[src/rtl/accum_seq_pkg.sv]
// accum_seq_pkg: shared state encoding, command layout and default widths
// for the accumulator sequence driver.
package accum_seq_pkg;
    localparam int DW_DEF  = 32;
    localparam int CW_DEF  = 16;
    localparam int GW_DEF  = 4;
    localparam int ECW_DEF = 16;

    typedef enum logic [1:0] {IDLE, CLR, RUN, DRAIN} state_t;

    typedef struct packed {
        logic [DW_DEF-1:0] start;
        logic [DW_DEF-1:0] step;
        logic [CW_DEF-1:0] count;
        logic [GW_DEF-1:0] gap;
        logic              clear_first;
    } cmd_t;
endpackage

[src/rtl/accum_seq_checker.sv]
// accum_seq_checker: reference accumulator model, check pipe, comparator,
// saturating error counter and first-mismatch capture.
module accum_seq_checker
    import accum_seq_pkg::*;
#(
    parameter int DW  = DW_DEF,
    parameter int ECW = ECW_DEF
) (
    input  logic           clk,
    input  logic           reset,
    input  logic [DW-1:0]  data,
    input  logic           enable,
    input  logic           clear,
    input  logic [DW-1:0]  accum,
    output logic           empty,
    output logic           err_flag,
    output logic [ECW-1:0] err_count,
    output logic [DW-1:0]  mis_exp,
    output logic [DW-1:0]  mis_obs
);
    logic [DW-1:0]  model_q, model_d, mis_exp_q, mis_exp_d, mis_obs_q, mis_obs_d;
    logic [ECW-1:0] cnt_q, cnt_d;
    logic [1:0]     vp_q, vp_d;
    logic           flag_q, flag_d, mismatch;

    // vp_q[0] marks the edge after the model/DUT update, where accum is compared
    always_comb begin
        mismatch  = vp_q[0] && (accum != model_q);
        model_d   = clear ? '0 : enable ? model_q + data : model_q;
        vp_d      = {vp_q[0], enable | clear};
        cnt_d     = (mismatch && !(&cnt_q)) ? cnt_q + ECW'(1) : cnt_q;
        flag_d    = flag_q | mismatch;
        mis_exp_d = (mismatch && !flag_q) ? model_q : mis_exp_q;
        mis_obs_d = (mismatch && !flag_q) ? accum : mis_obs_q;
    end

    always_ff @(posedge clk or posedge reset) begin
        if (reset) begin
            model_q   <= '0;
            vp_q      <= '0;
            cnt_q     <= '0;
            flag_q    <= 1'b0;
            mis_exp_q <= '0;
            mis_obs_q <= '0;
        end else begin
            model_q   <= model_d;
            vp_q      <= vp_d;
            cnt_q     <= cnt_d;
            flag_q    <= flag_d;
            mis_exp_q <= mis_exp_d;
            mis_obs_q <= mis_obs_d;
        end
    end

    assign empty     = !enable && !clear && (vp_q == 2'b00);
    assign err_flag  = flag_q;
    assign err_count = cnt_q;
    assign mis_exp   = mis_exp_q;
    assign mis_obs   = mis_obs_q;
endmodule

[src/rtl/accum_seq_driver.sv]
// accum_seq_driver: accepts burst commands, drives data/enable/clear into an
// accumulator and self-checks every returned accum value.
module accum_seq_driver
    import accum_seq_pkg::*;
#(
    parameter int DW  = DW_DEF,
    parameter int CW  = CW_DEF,
    parameter int GW  = GW_DEF,
    parameter int ECW = ECW_DEF
) (
    input  logic           clk,
    input  logic           reset,
    input  logic           cmd_valid,
    output logic           cmd_ready,
    input  logic [DW-1:0]  cmd_start,
    input  logic [DW-1:0]  cmd_step,
    input  logic [CW-1:0]  cmd_count,
    input  logic [GW-1:0]  cmd_gap,
    input  logic           cmd_clear_first,
    output logic [DW-1:0]  data,
    output logic           enable,
    output logic           clear,
    input  logic [DW-1:0]  accum,
    output logic           done,
    output logic           busy,
    output logic           err_flag,
    output logic [ECW-1:0] err_count,
    output logic [DW-1:0]  mis_exp,
    output logic [DW-1:0]  mis_obs
);
    state_t        state_q, state_d;
    logic [DW-1:0] cur_q, cur_d, step_q, step_d, data_q, data_d;
    logic [CW-1:0] rem_q, rem_d;
    logic [GW-1:0] gap_q, gap_d, gcnt_q, gcnt_d;
    logic          enable_q, enable_d, clear_q, clear_d, done_q, done_d, ready_q, ready_d;
    logic          empty;

    // Outputs are registered, so each state computes what to drive next cycle;
    // enable_q is high exactly in RUN cycles with gcnt_q == 0.
    always_comb begin
        state_d  = state_q;
        cur_d    = cur_q;
        step_d   = step_q;
        rem_d    = rem_q;
        gap_d    = gap_q;
        gcnt_d   = gcnt_q;
        data_d   = data_q;
        enable_d = 1'b0;
        clear_d  = 1'b0;
        done_d   = 1'b0;
        case (state_q)
            IDLE: if (cmd_valid && ready_q) begin
                cur_d    = cmd_start;
                step_d   = cmd_step;
                rem_d    = cmd_count;
                gap_d    = cmd_gap;
                gcnt_d   = '0;
                data_d   = cmd_start;
                clear_d  = cmd_clear_first;
                enable_d = !cmd_clear_first && (cmd_count != '0);
                state_d  = cmd_clear_first ? CLR : (cmd_count == '0) ? DRAIN : RUN;
            end
            CLR: begin
                enable_d = rem_q != '0;
                state_d  = (rem_q == '0) ? DRAIN : RUN;
            end
            RUN: if (gcnt_q == '0) begin
                rem_d = rem_q - CW'(1);
                cur_d = cur_q + step_q;
                if (rem_q == CW'(1)) state_d = DRAIN;
                else if (gap_q == '0) begin
                    enable_d = 1'b1;
                    data_d   = cur_q + step_q;
                end else gcnt_d = gap_q;
            end else begin
                gcnt_d   = gcnt_q - GW'(1);
                enable_d = gcnt_q == GW'(1);
                data_d   = (gcnt_q == GW'(1)) ? cur_q : data_q;
            end
            DRAIN: if (empty) begin
                state_d = IDLE;
                done_d  = 1'b1;
            end
        endcase
        ready_d = state_d == IDLE;
    end

    always_ff @(posedge clk or posedge reset) begin
        if (reset) begin
            state_q  <= IDLE;
            cur_q    <= '0;
            step_q   <= '0;
            rem_q    <= '0;
            gap_q    <= '0;
            gcnt_q   <= '0;
            data_q   <= '0;
            enable_q <= 1'b0;
            clear_q  <= 1'b0;
            done_q   <= 1'b0;
            ready_q  <= 1'b1;
        end else begin
            state_q  <= state_d;
            cur_q    <= cur_d;
            step_q   <= step_d;
            rem_q    <= rem_d;
            gap_q    <= gap_d;
            gcnt_q   <= gcnt_d;
            data_q   <= data_d;
            enable_q <= enable_d;
            clear_q  <= clear_d;
            done_q   <= done_d;
            ready_q  <= ready_d;
        end
    end

    accum_seq_checker #(.DW(DW), .ECW(ECW)) u_chk (
        .clk      (clk),
        .reset    (reset),
        .data     (data_q),
        .enable   (enable_q),
        .clear    (clear_q),
        .accum    (accum),
        .empty    (empty),
        .err_flag (err_flag),
        .err_count(err_count),
        .mis_exp  (mis_exp),
        .mis_obs  (mis_obs)
    );

    assign cmd_ready = ready_q;
    assign busy      = !ready_q;
    assign data      = data_q;
    assign enable    = enable_q;
    assign clear     = clear_q;
    assign done      = done_q;
endmodule

[config.mk]
export PLATFORM = sky130hd
export DESIGN_NAME = accum_seq_driver
export DESIGN_NICKNAME = d
export VERILOG_FILES = /design/src/rtl/accum_seq_pkg.sv /design/src/rtl/accum_seq_checker.sv /design/src/rtl/accum_seq_driver.sv
export SDC_FILE = /design/constraint.sdc
export NUM_CORES = 1
export LEC_CHECK = 0
export CAP_MARGIN = 20
export CORE_MARGIN = 8
export CORE_UTILIZATION = 58
export CTS_CLUSTER_SIZE = 8
export DETAILED_ROUTE_END_ITERATION = 8
export PLACE_DENSITY = 0.86
export SYNTH_ARGS = -nofsm -noshare
export SYNTH_HDL_FRONTEND = slang
export SYNTH_SLANG_ARGS = --single-unit
[constraint.sdc]
create_clock -name clk -period 23.4 [get_ports clk]
set_input_delay 3.51 -clock clk [delete_from_list [all_inputs] [get_ports clk]]
set_output_delay 3.51 -clock clk [all_outputs]
set_load 0.01 [all_outputs]
* After elaboration in Yosys (flattened, before gate mapping)
Cells that the tools add are included.
** Word-level totals
- Flip-flop bits (word level) :: 241
- Output and inout port bits :: 118
- Word-level logic and storage cells :: 100
** Cells by class
- $add $sub $neg :: 5
- Eq/ne operators :: 12
- Mux-type cells :: 35
- Bitwise gates (word level) :: 2
- Reduce and logical (&&, ||, !) cells :: 29
** Operator list (number)
- $mux 32 :: 8
- $pmux 32 s2 :: 2
- $add 32x32->32 :: 2
- $logic_not 16->1 :: 2
- $mux 16 :: 2
- $ne 32x32->1 :: 1
- $pmux 16 s2 :: 1
- $reduce_bool 16->1 :: 2
- $add 16x1->16 const B :: 1
- $eq 16x1->1 const B :: 1
- $mux 4 :: 4
- $reduce_and 16->1 :: 1
- $sub 16x1->16 const B :: 1
- $ne 3x3->1 const B :: 4
- $mux 1 :: 10
- $mux 2 :: 5
- $logic_not 4->1 :: 2
- $pmux 2 s4 :: 1
- $pmux 4 s2 :: 1
- $logic_and 1x1->1 :: 7
- $logic_not 1->1 :: 6
- $logic_not 2->1 :: 3
- $reduce_and 5->1 :: 1
- $eq 2x2->1 const B :: 2
- 10 further kinds :: 13

* Logic depth before layout (Yosys ltp)
- Depth after elaboration :: 6
- Gate-level depth with buffers :: 12

* Hierarchy
A second synthesis with hierarchy kept.
** Second synthesis, totals
- Cell total of the unflattened synthesis :: 1462
- Area, all modules :: 14251.2 um2
** By module, submodules not included
- accum_seq_driver :: times used 1, cells an instance 875, area each 7734.9 um2
- accum_seq_checker :: times used 1, cells an instance 587, area each 6516.2 um2

* Worst setup path after synthesis
OpenSTA, ideal clock, no wires.
- Kind :: input to register
- From :: in accum[14]
- To :: reg u_chk.mis_obs_q[0] (netlist: u_chk.mis_obs[0])
- Arrival time :: 4989 ps
- Setup slack :: 18286 ps
- Stages :: 7
- Buffers on the path :: 1
- Path through :: xor2_1 nor4_1 nand4_1 o21ai_1 nor2_1 clkbuf_1 mux2_2
** On the way
- Longest elaborated chain between the ends :: 3
** RTL lines
- from (decl) :: RTL line accum_seq_driver.sv:23 : input logic [DW-1:0] accum,
- $ne 32x32->1 :: RTL line accum_seq_checker.sv:28 : mismatch = vp_q[0] && (accum != model_q);
- $logic_and 1x1->1 :: RTL line accum_seq_checker.sv:28
- $logic_and 1x1->1 :: RTL line accum_seq_checker.sv:34 : mis_obs_d = (mismatch && !flag_q) ? accum : mis_obs_q;
- to (signal assigned) :: RTL line accum_seq_checker.sv:51 : mis_obs_q <= mis_obs_d;
- to (decl) :: RTL line accum_seq_checker.sv:21 : logic [DW-1:0] model_q, model_d, mis_exp_q, mis_exp_d, mis_obs_q, mis_obs_d;
No other way between the ends.
A chain may end at the register's enable or synchronous reset.

* Worst setup path in the final report
- From :: in cmd_valid
- To :: reg cur_q[8]
** On the way
- Longest elaborated chain between the ends :: 3
** RTL lines
- from (decl) :: RTL line accum_seq_driver.sv:13 : input logic cmd_valid,
- $logic_and 1x1->1 :: RTL line accum_seq_driver.sv:52 : IDLE: if (cmd_valid && ready_q) begin
- $ne 2x2->1 (no source line)
- $reduce_and 3->1 (no source line)
- to (signal assigned) :: RTL line accum_seq_driver.sv:103 : cur_q <= cur_d;
- to (decl) :: RTL line accum_seq_driver.sv:32 : logic [DW-1:0] cur_q, cur_d, step_q, step_d, data_q, data_d;
No other way between the ends.

==> metrics.txt <==
run status finished clean; Max-Slew Margin vs Limit 34.8%; die area 29000 um2; DP HPWL 30300 um; Synth Register Bits 241; largest cells by area after synthesis dfrtp_1, nand2_1, ha_1; syn avg cell area 9.28 um2; clk slew on worst S/H paths 50 ps; share of layout cells above drive strength 1 8.27%; fin crit share 25.1%; VDD IR max 0.0000480 V; FMAX 170 MHz; # IOs 238; final non-filler cell total 2037; Slew Limit Fails 0; yosys warns 0; Post-Syn Area 13800 um2; clock network power share 43.1%; Cell variety after synth 73; MaxCap Viol Count 0; Power, Total 1070 uW; CTS Buffer Depth 3; final worst path period need 5880 ps; multi-input logic area 7450 um2; Main synth FF type dfrtp_1; drt initial violations 1167; worst slew pin tran 976 ps; largest net degree at the start of global routing 111; setup ws final 17520 ps; Gate Count Post-Synth 1490; Initial Util 58.9%; RSZ-0062 raised after global routing no; # rows 56; PortBufs 237; first-pass GRT wire length 65300 um; CTS sink cnt 241; root buffer cell clkbuf_16; setup violators final 0; crit-path max cell delay 620 ps; DR WL/cell 20.3 um; Switching Share 26.3%; most instantiated library cell after synthesis nand2_1; remaining antenna violation count after routing 0; CTS Hold Bufs 0; worst hold path class reg -> reg; initial antenna violation count 2; Clk Latency, worst-skew pair 510 ps; final hold violation count 0; DR pass1 iterations 5; post-synth net total 1681; Critical Path RT 23790 ps; gr usage total 28.2%; worst slack, placed 17050 ps; GR Overflow Total 0; CP endpoint kind register; combinational share of power 14.8%; synth cell count leaders nand2_1, dfrtp_1, a21oi_1; post-CTS setup buffer count 0; Cell Pwr Density 61.3 nW/um2; dpl cells 1989; Internal 787 uW; CP Cell Sequence clkdlybuf4s50_1 -> nand2_1 -> or3_1 -> buf_4 -> nand2_1 -> buf_4 -> mux2_2; Setup crit start kind input port; CTS tree done; depth of the CTS H-tree 2; placed cell area 16500 um2; post-DR vias/cell 6.05; Post-synth EDFFs 0; Detailed Route WL 41300 um; Die Span Y 170 um; TritonCTS Buffers 36; fraction of registers with async set/reset 100%; Placer Congestion 0.930; Worst Path Arrival 6270 ps; core area 23500 um2; Resized cells post-CTS 0; Synth area leader dfrtp_1; Worst Skew 16.5 ps; setup slack, reg-to-reg 20060 ps; Register Area 6030 um2; post-synth top area share 43.4%; CP max FO 47; Nets 1899; crit path kind in -> reg; Slowest cell on crit path nand2_1; Psw 282 uW; Die Wd 170 um; vias in the first global route 12.1k; DR DRC count 0; fin area 17500 um2; Pleak 0.00771 uW; setup_tns 0 ps; Syn-to-layout area delta 26.1%; Vias 12.3k; Seq/Total Area, Yosys 43.6%; FILL cells 1705; sequential share of power 42.2%
## layout by cell type (no fill, tap or decap), types with 5 or more instances in the layout
master and n:
nand2_1 263, dfrtp_1 239, clkdlybuf4s50_1 237, a21oi_1 115
nor2_1 109, xor2_1 69, ha_1 69, mux2_2 66
o21ai_0 59, clkbuf_16 37, o21ai_1 31, xnor2_1 31
inv_1 30, mux2i_1 27, nor3_1 24, o211ai_1 23
a31oi_1 18, nand3_1 17, a21o_1 16, nand2b_1 16
and3_1 16, or3_1 15, nor4_1 14, o21a_1 14
a211oi_1 13, o22ai_1 12, nand4_1 11, buf_4 11
o21bai_1 10, o221ai_1 10, a22oi_1 7, clkbuf_1 7
nor2b_1 6, o31ai_1 5
## cell type report
type,instances,share of cell area (%)
multi-input cells,1149,42.7
flip-flops and latches,241,34.6
repair buffers,248,14.1
clock buffers,44,5.46
well taps,319,2.29
inverters,32,0.731
clock inverters,3,0.151
diodes,1,0.0143
## worst paths after layout
path,start,to,depth (start not counted)
min reg2reg,step_q[22]$_DFFE_PP0P_,step_q[22]$_DFFE_PP0P_,2
max,cmd_valid,cur_q[8]$_DFFE_PP0P_,7
min,step_q[22]$_DFFE_PP0P_,step_q[22]$_DFFE_PP0P_,2
max in group asynchronous,reset,u_chk.err_count[6]$_DFFE_PP0P_,4
max reg2reg,state_q[1]$_DFF_PP0_,data[21]$_DFFE_PP0P_,7
min in group asynchronous,reset,u_chk.model_q[1]$_DFFE_PP0P_,2
## flip-flops by register name, indices dropped and copies added, names as in the netlist
signal	flops
cur_q	32
data	32
step_q	32
u_chk.mis_exp	32
u_chk.mis_obs	32
u_chk.model_q	32
rem_q	16
u_chk.err_count	16
gap_q	4
gcnt_q	4
state_q	2
u_chk.vp_q	2
clear	1
cmd_ready	1
done	1
enable	1
u_chk.err_flag	1
## stage by stage
stage               hold slack, ps  util, %
floorplan                      372        -
global placement               464     70.2
detailed placement             472     70.2
CTS                            484     74.3
global route                   502     74.3
finish                         476     74.3
## power by group through the flow
stage | Clock (uW) | Combinational, uW | Sequential (uW)
2_1_floorplan | 0 | 100 | 450
3_3_place_gp | 0 | 151 | 455
3_5_place_dp | 0 | 156 | 456
4_1_cts | 468 | 157 | 450
5_1_grt | 486 | 173 | 452
6_report | 461 | 158 | 451
## critical path, delay by kind of cell
kind          cells  cell delay [ps]
buf+inv           3             1290
mux               1              380
simple gates      3             1070
## cell families (layout without fill, tap and decap cells)
logic type      count (synthesis)  count (layout)  synth area share, %
flops                         241             241                 43.6
other cells                     0               1                    0
xor+xnor                      100             100                 6.33
simple gates                  515             515                 16.3
mux                            95              95                 7.49
compound gates                368             368                 16.9
fa+ha+maj                      71              71                 6.53
buf+inv                       100             327                 2.81
## per-layer routing
metal / routed length [um] / share of wire, % / track usage (%)
met1: 17700 / 43 / 37.6
met2: 18800 / 46 / 44.9
met4: 1590 / 3.9 / 11.9
met5: 12 / 0.029 / 0
met3: 3120 / 7.6 / 4.82
Note: power is estimated with default switching activity, not from simulation.
